### src/rtl/lcd_pkg.sv
// lcd_pkg: shared types and per-mode geometry for the LCD pixel unpacker.
package lcd_pkg;

    typedef enum logic [2:0] {BPP1, BPP2, BPP4, BPP8, BPP16, BPP24} bpp_e;

    typedef enum logic [1:0] {IDLE, FETCH, SHIFT} state_e;

    // Modes 6 and 7 alias 24bpp: one pixel in a 32-bit container.
    function automatic logic [5:0] ppw(input logic [2:0] m);
        return (m >= 3'(BPP24)) ? 6'd1 : (6'd32 >> m);
    endfunction

    function automatic logic [5:0] pix_w(input logic [2:0] m);
        return (m >= 3'(BPP24)) ? 6'd24 : (6'd1 << m);
    endfunction

endpackage

### src/rtl/lcd_pix_extract.sv
// lcd_pix_extract: selects pixel idx out of a 32-bit word for the given depth and order.
module lcd_pix_extract
    import lcd_pkg::*;
(
    input  logic [31:0] word,
    input  logic [4:0]  idx,
    input  logic [2:0]  mode,
    input  logic        be,
    output logic [23:0] pix_data,
    output logic        last
);

    logic [9:0]  w;
    logic [9:0]  lo;
    logic [31:0] mask;
    logic [23:0] pix;

    assign w    = {4'd0, pix_w(mode)};
    // Bit position of the pixel's LSB; MSB-first order counts down from bit 31.
    assign lo   = be ? 10'd32 - ({5'd0, idx} + 10'd1) * w : {5'd0, idx} * w;
    assign mask = (32'd1 << w) - 32'd1;
    assign pix  = 24'((word >> lo) & mask);

    assign pix_data = (mode >= 3'(BPP24)) ? word[23:0] : pix;
    assign last     = 6'(idx) == ppw(mode) - 6'd1;

endmodule

### src/rtl/lcd_pixel_unpack.sv
// lcd_pixel_unpack: pops 32-bit words from the show-ahead pixel FIFO and streams
// unpacked pixels over valid/ready, plus DMA refill request and underflow flag.
module lcd_pixel_unpack
    import lcd_pkg::*;
#(
    parameter int FIFO_DEPTH = 32,
    parameter int LOW_WM     = 16
) (
    input  logic                            HCLK,
    input  logic                            HRESET,
    input  logic                            en,
    input  logic                            flush,
    input  logic [2:0]                      bpp_mode,
    input  logic                            be_pixel,
    input  logic                            fifoempty,
    input  logic [31:0]                     rdata,
    input  logic [$clog2(FIFO_DEPTH+1)-1:0] cnt,
    output logic                            pull,
    output logic                            pix_valid,
    input  logic                            pix_ready,
    output logic [23:0]                     pix_data,
    output logic                            dma_req,
    output logic                            underflow
);

    state_e      state_q;
    state_e      state_d;
    logic [31:0] word_q;
    logic [4:0]  pix_idx;
    logic [2:0]  mode_q;
    logic        be_q;
    logic        last;
    logic        hs;

    lcd_pix_extract u_extract (
        .word     (word_q),
        .idx      (pix_idx),
        .mode     (mode_q),
        .be       (be_q),
        .pix_data (pix_data),
        .last     (last)
    );

    assign pix_valid = state_q == SHIFT;
    assign hs        = pix_valid && pix_ready;
    // Reloading on the last handshake keeps one pixel per cycle even at one pixel per word.
    assign pull      = en && !flush && !HRESET && !fifoempty && (state_q == FETCH || (hs && last));

    always_comb begin
        state_d = state_q;
        if (flush || !en)
            state_d = en ? FETCH : IDLE;
        else if (state_q == IDLE)
            state_d = FETCH;
        else if (pull)
            state_d = SHIFT;
        else if (hs && last)
            state_d = FETCH;
    end

    always_ff @(posedge HCLK) begin
        state_q   <= HRESET ? IDLE : state_d;
        dma_req   <= !HRESET && en && !flush && int'(cnt) <= LOW_WM;
        underflow <= !HRESET && en && !flush && pix_ready && fifoempty && state_q == FETCH;
        if (HRESET || flush || !en) begin
            word_q  <= '0;
            pix_idx <= '0;
            mode_q  <= '0;
            be_q    <= 1'b0;
        end else if (pull) begin
            word_q  <= rdata;
            pix_idx <= '0;
            mode_q  <= bpp_mode;
            be_q    <= be_pixel;
        end else if (hs) begin
            pix_idx <= last ? 5'd0 : pix_idx + 5'd1;
        end
    end

endmodule

### config.mk
export PLATFORM = sky130hd
export DESIGN_NAME = lcd_pixel_unpack
export DESIGN_NICKNAME = d
export VERILOG_FILES = /design/src/rtl/lcd_pkg.sv /design/src/rtl/lcd_pix_extract.sv /design/src/rtl/lcd_pixel_unpack.sv
export SDC_FILE = /design/constraint.sdc
export NUM_CORES = 1
export LEC_CHECK = 0
export BUFFER_PORTS_ARGS = -buffer_cell sky130_fd_sc_hd__buf_2
export CORE_MARGIN = 2
export CORE_UTILIZATION = 55
export DETAILED_ROUTE_END_ITERATION = 16
export PLACE_DENSITY = 0.76
export SLEW_MARGIN = 20
export SYNTH_ARGS = -nofsm -noshare
export SYNTH_HDL_FRONTEND = slang
export SYNTH_HIERARCHICAL = 1
export SYNTH_SLANG_ARGS = --single-unit
### constraint.sdc
create_clock -name HCLK -period 6.7 [get_ports HCLK]
set_clock_uncertainty 0.05 [all_clocks]
set_input_delay 0.335 -clock HCLK [delete_from_list [all_inputs] [get_ports HCLK]]
set_output_delay 0.335 -clock HCLK [all_outputs]
set_load 0.01 [all_outputs]
==> results_dict.tcl <==
set metrics [dict create \
    result_of_the_run "finished, violations left" \
    failed_checks "design-rule violations" \
    synthTopCellsByArea "dfxtp_1 (14%), mux2i_1 (11%), ha_1 (8.4%)" \
    post_drt_via_cell_ratio 6.421 \
    final_min_period_over_clock_period_pct 96.59 \
    initial_detailed_routing_violation_count 558 \
    dr_total_vias 6504 \
    total_routing_resource_utilization_after_global_routing_pct 30.17 \
    grt_max_degree 44 \
    synth.yosys.seq_area_share_pct 13.79 \
    numPortBuffers 75 \
    syn_avg_cell_area_sq_um 8.066 \
    postCtsHoldBufs 0 \
    clk_transition_reported_paths_ps 70 \
    drive_above_1_share_pct 18.51 \
    first_global_vias 6212 \
    synthMuxAreaShare_pct 12.73 \
    die-area_sq_um 12770 \
    synth_top_family_by_area "compound AO/OA/AOI/OAI gates" \
    most_common_library_cell_in_the_layout_ignoring_fill_and_taps "nor2_1" \
    antennaDiodeCount 0 \
    ioPinCount 76 \
    slew_viol_final 0 \
    f_max_ghz 0.1545 \
    crit_path_start_kind "flop" \
    synthesis.instances 810 \
    synth_simple_gate_area_share_pct 22.25 \
    detail_route.drc_violations 2 \
    hp-class "in -> reg" \
    final_cell_mix "nor2_1 (80), buf_2 (75), nand2_1 (72)" \
    drt_pass1_iterations 11 \
    postSynthRegisterBits 45 \
    hold_violations 0 \
    asyncSetResetFlopFracSynth_pct 0 \
    dp.cells 1001 \
    worst_slew_pin_slew_ps 983.9 \
    postRouteWirelength_um 19570 \
    synth-edff-count 0 \
    grt_first_pass_wirelength_um 31060 \
    wl_per_cell_um 19.31 \
    synth_adder_area_share_pct 16.70 \
    hpwlAfterDp_um 14960 \
    timing.max_slew.rel_slack_pct 34.17 \
    final-instance-count-excl-fill 1013 \
    static-leakage-power_nw 3.405 \
    synth-compound-area-share_pct 24.30 \
    cts_tree "done" \
    cts.sink_count 45 \
    grt_total_ovfl 0 \
    netlist.area_leader.share_pct 13.79 \
    pre_cts_ws_ps 178.4 \
    cts-root-to-sink-buffers 2 \
    clockRootBuffer "clkbuf_16" \
    cell_type_contributing_the_most_total_cell_area_after_synthesis "dfxtp_1" \
    max-cap-violations 0 \
    worst_skew_pair.late_latency_ps 300 \
    setup_viol 0 \
    postLayoutCoreUtil_pct 63.26 \
    htree_num_levels 2 \
    end_kind "primary output" \
    core_area_sq_um 11520 \
    finalWeightedCongestion 1.033 \
    area_growth_syn_to_layout_pct 11.49 \
    final.setup.worst_slack_ps 228.3 \
    critical_path_class "reg -> out" \
    initial_core_util_pct 56.74 \
    syn-cell-area_sq_um 6534 \
    ys.flop_type "dfxtp_1" \
    chipHeight_um 113.0 \
    totalPowerFinal_w 0.0006543 \
    period_needed_ps 6472 \
    power.density_nw_per_um2 89.83 \
    design.final.nets 988 \
    cp_data_required_time_ps 6310 \
    detail-route-antenna-nets 0 \
    cp_data_arrival_time_ps 6090 \
    fp-row-count 39 \
    yosysUniqueCellTypes 72 \
    number_of_antenna_violations_at_the_first_check_in_global_routing 0 \
    synth_xor_area_share_pct 3.217 \
    die_w_um 113.0 \
    yosys_warnings 6 \
    critical_path.max_fanout 8 \
    cts_made_buffers 5 \
    max-vdd-ir-drop_mv 0.2103 \
]
[layout make-up]
class / count / area, sq um
clock buffers: 6 / 138.9
clock inverters: 2 / 13.76
fillers: 1025 / 4232
inverters: 50 / 187.7
multi-input cells: 668 / 5273
flip-flops and latches: 45 / 913.4
well taps: 143 / 178.9
repair buffers: 99 / 579.3
[logic make-up (layout without fill, tap and decap cells)]
kind of cell,after synthesis,count (layout)
simple gates,287,287
compound gates,195,196
mux,81,81
other cells,2,9
buf+inv,105,157
xor+xnor,24,24
fa+ha+maj,71,71
flops,45,45
[synth_stat cells, types with 4 or more instances]
cell and count:
a31oi_1 4, xnor2_1 12, nand2_1 73, a22o_1 42
dfxtp_1 45, xor2_1 12, and2_1 21, nor3_1 4
and3_1 8, a21oi_1 27, a21o_1 6, clkbuf_1 25
o22ai_1 9, o211ai_1 5, a211oi_1 9, o21ai_0 24
mux2i_1 73, nor2b_1 44, nor2_1 80, fa_1 27
mux2_2 7, ha_1 44, buf_2 21, buf_4 4
nand3_1 19, a221oi_1 28, a32o_1 8, a221oi_2 8
nor3b_1 4, inv_1 50
[sequential cells by signal (all words and copies together), names as in the netlist]
register   cells
word_q        32
pix_idx        5
mode_q         3
state_q        2
be_q           1
dma_req        1
underflow      1
[metrics by stage]
stage          hold slack, ps  setup TNS, ps  instance area (sq um)
4_1_cts                 154.2              0                   7183
3_5_place_dp            465.9              0                   7028
5_1_grt                 161.4         -2.102                   7284
2_1_floorplan           357.8              0                   6560
6_report                150.9              0                   7284
3_3_place_gp            443.8              0                   7028
[report_power, final]
| part | internal, W | switching, W | total, W | leakage, nW |
|---|---|---|---|---|
| Sequential | 0.000268 | 0.00000432 | 0.000273 | 0.366 |
| Combinational | 0.0000537 | 0.0000707 | 0.000124 | 2.96 |
| Clock | 0.000148 | 0.000109 | 0.000257 | 0.0768 |
| Total | 0.000471 | 0.000184 | 0.000654 | 3.41 |
[per-layer routing]
layer  part of all wire, %  global-route usage (%)
met1                    43                   40.75
met2                    45                   48.15
met3                   9.0                   5.892
met4                   2.9                   11.14
met5                     0                       0
[worst paths after layout]
check / startpoint / endpoint / depth (start not counted) / slack, ps
min reg2reg: word_q[1] / word_q[1] / 2 / 520
min: cnt[5] / dma_req / 2 / 150
max: pix_idx[0] / pix_data[18] / 21 / 230
max reg2reg: mode_q[0] / pix_idx[2] / 15 / 2970
[worst max-delay path: stages, from the launching register on]
cell,delay (ps)
dfxtp_4,390
ha_2,220
nand3_1,120
xor2_2,200
or2_2,310
fa_1,470
fa_1,520
fa_1,540
inv_1,50
fa_1,540
inv_1,50
ha_2,320
nand3_1,90
nand2_1,70
o211a_1,240
or3_4,390
a2111oi_4,360
buf_6,180
o21bai_4,110
nor3_4,280
a22o_1,200
buf_2,140
[timing repair]
| action | CTS | global route |
|---|---|---|
| gates resized for setup | 2 | 14 |
| pin swaps | 1 | 5 |
| endpoints found under the setup margin | 18 | 20 |
| cloned | 0 | 1 |
| setup buffers | 0 | 2 |
Power figures use the tool's default switching activity.
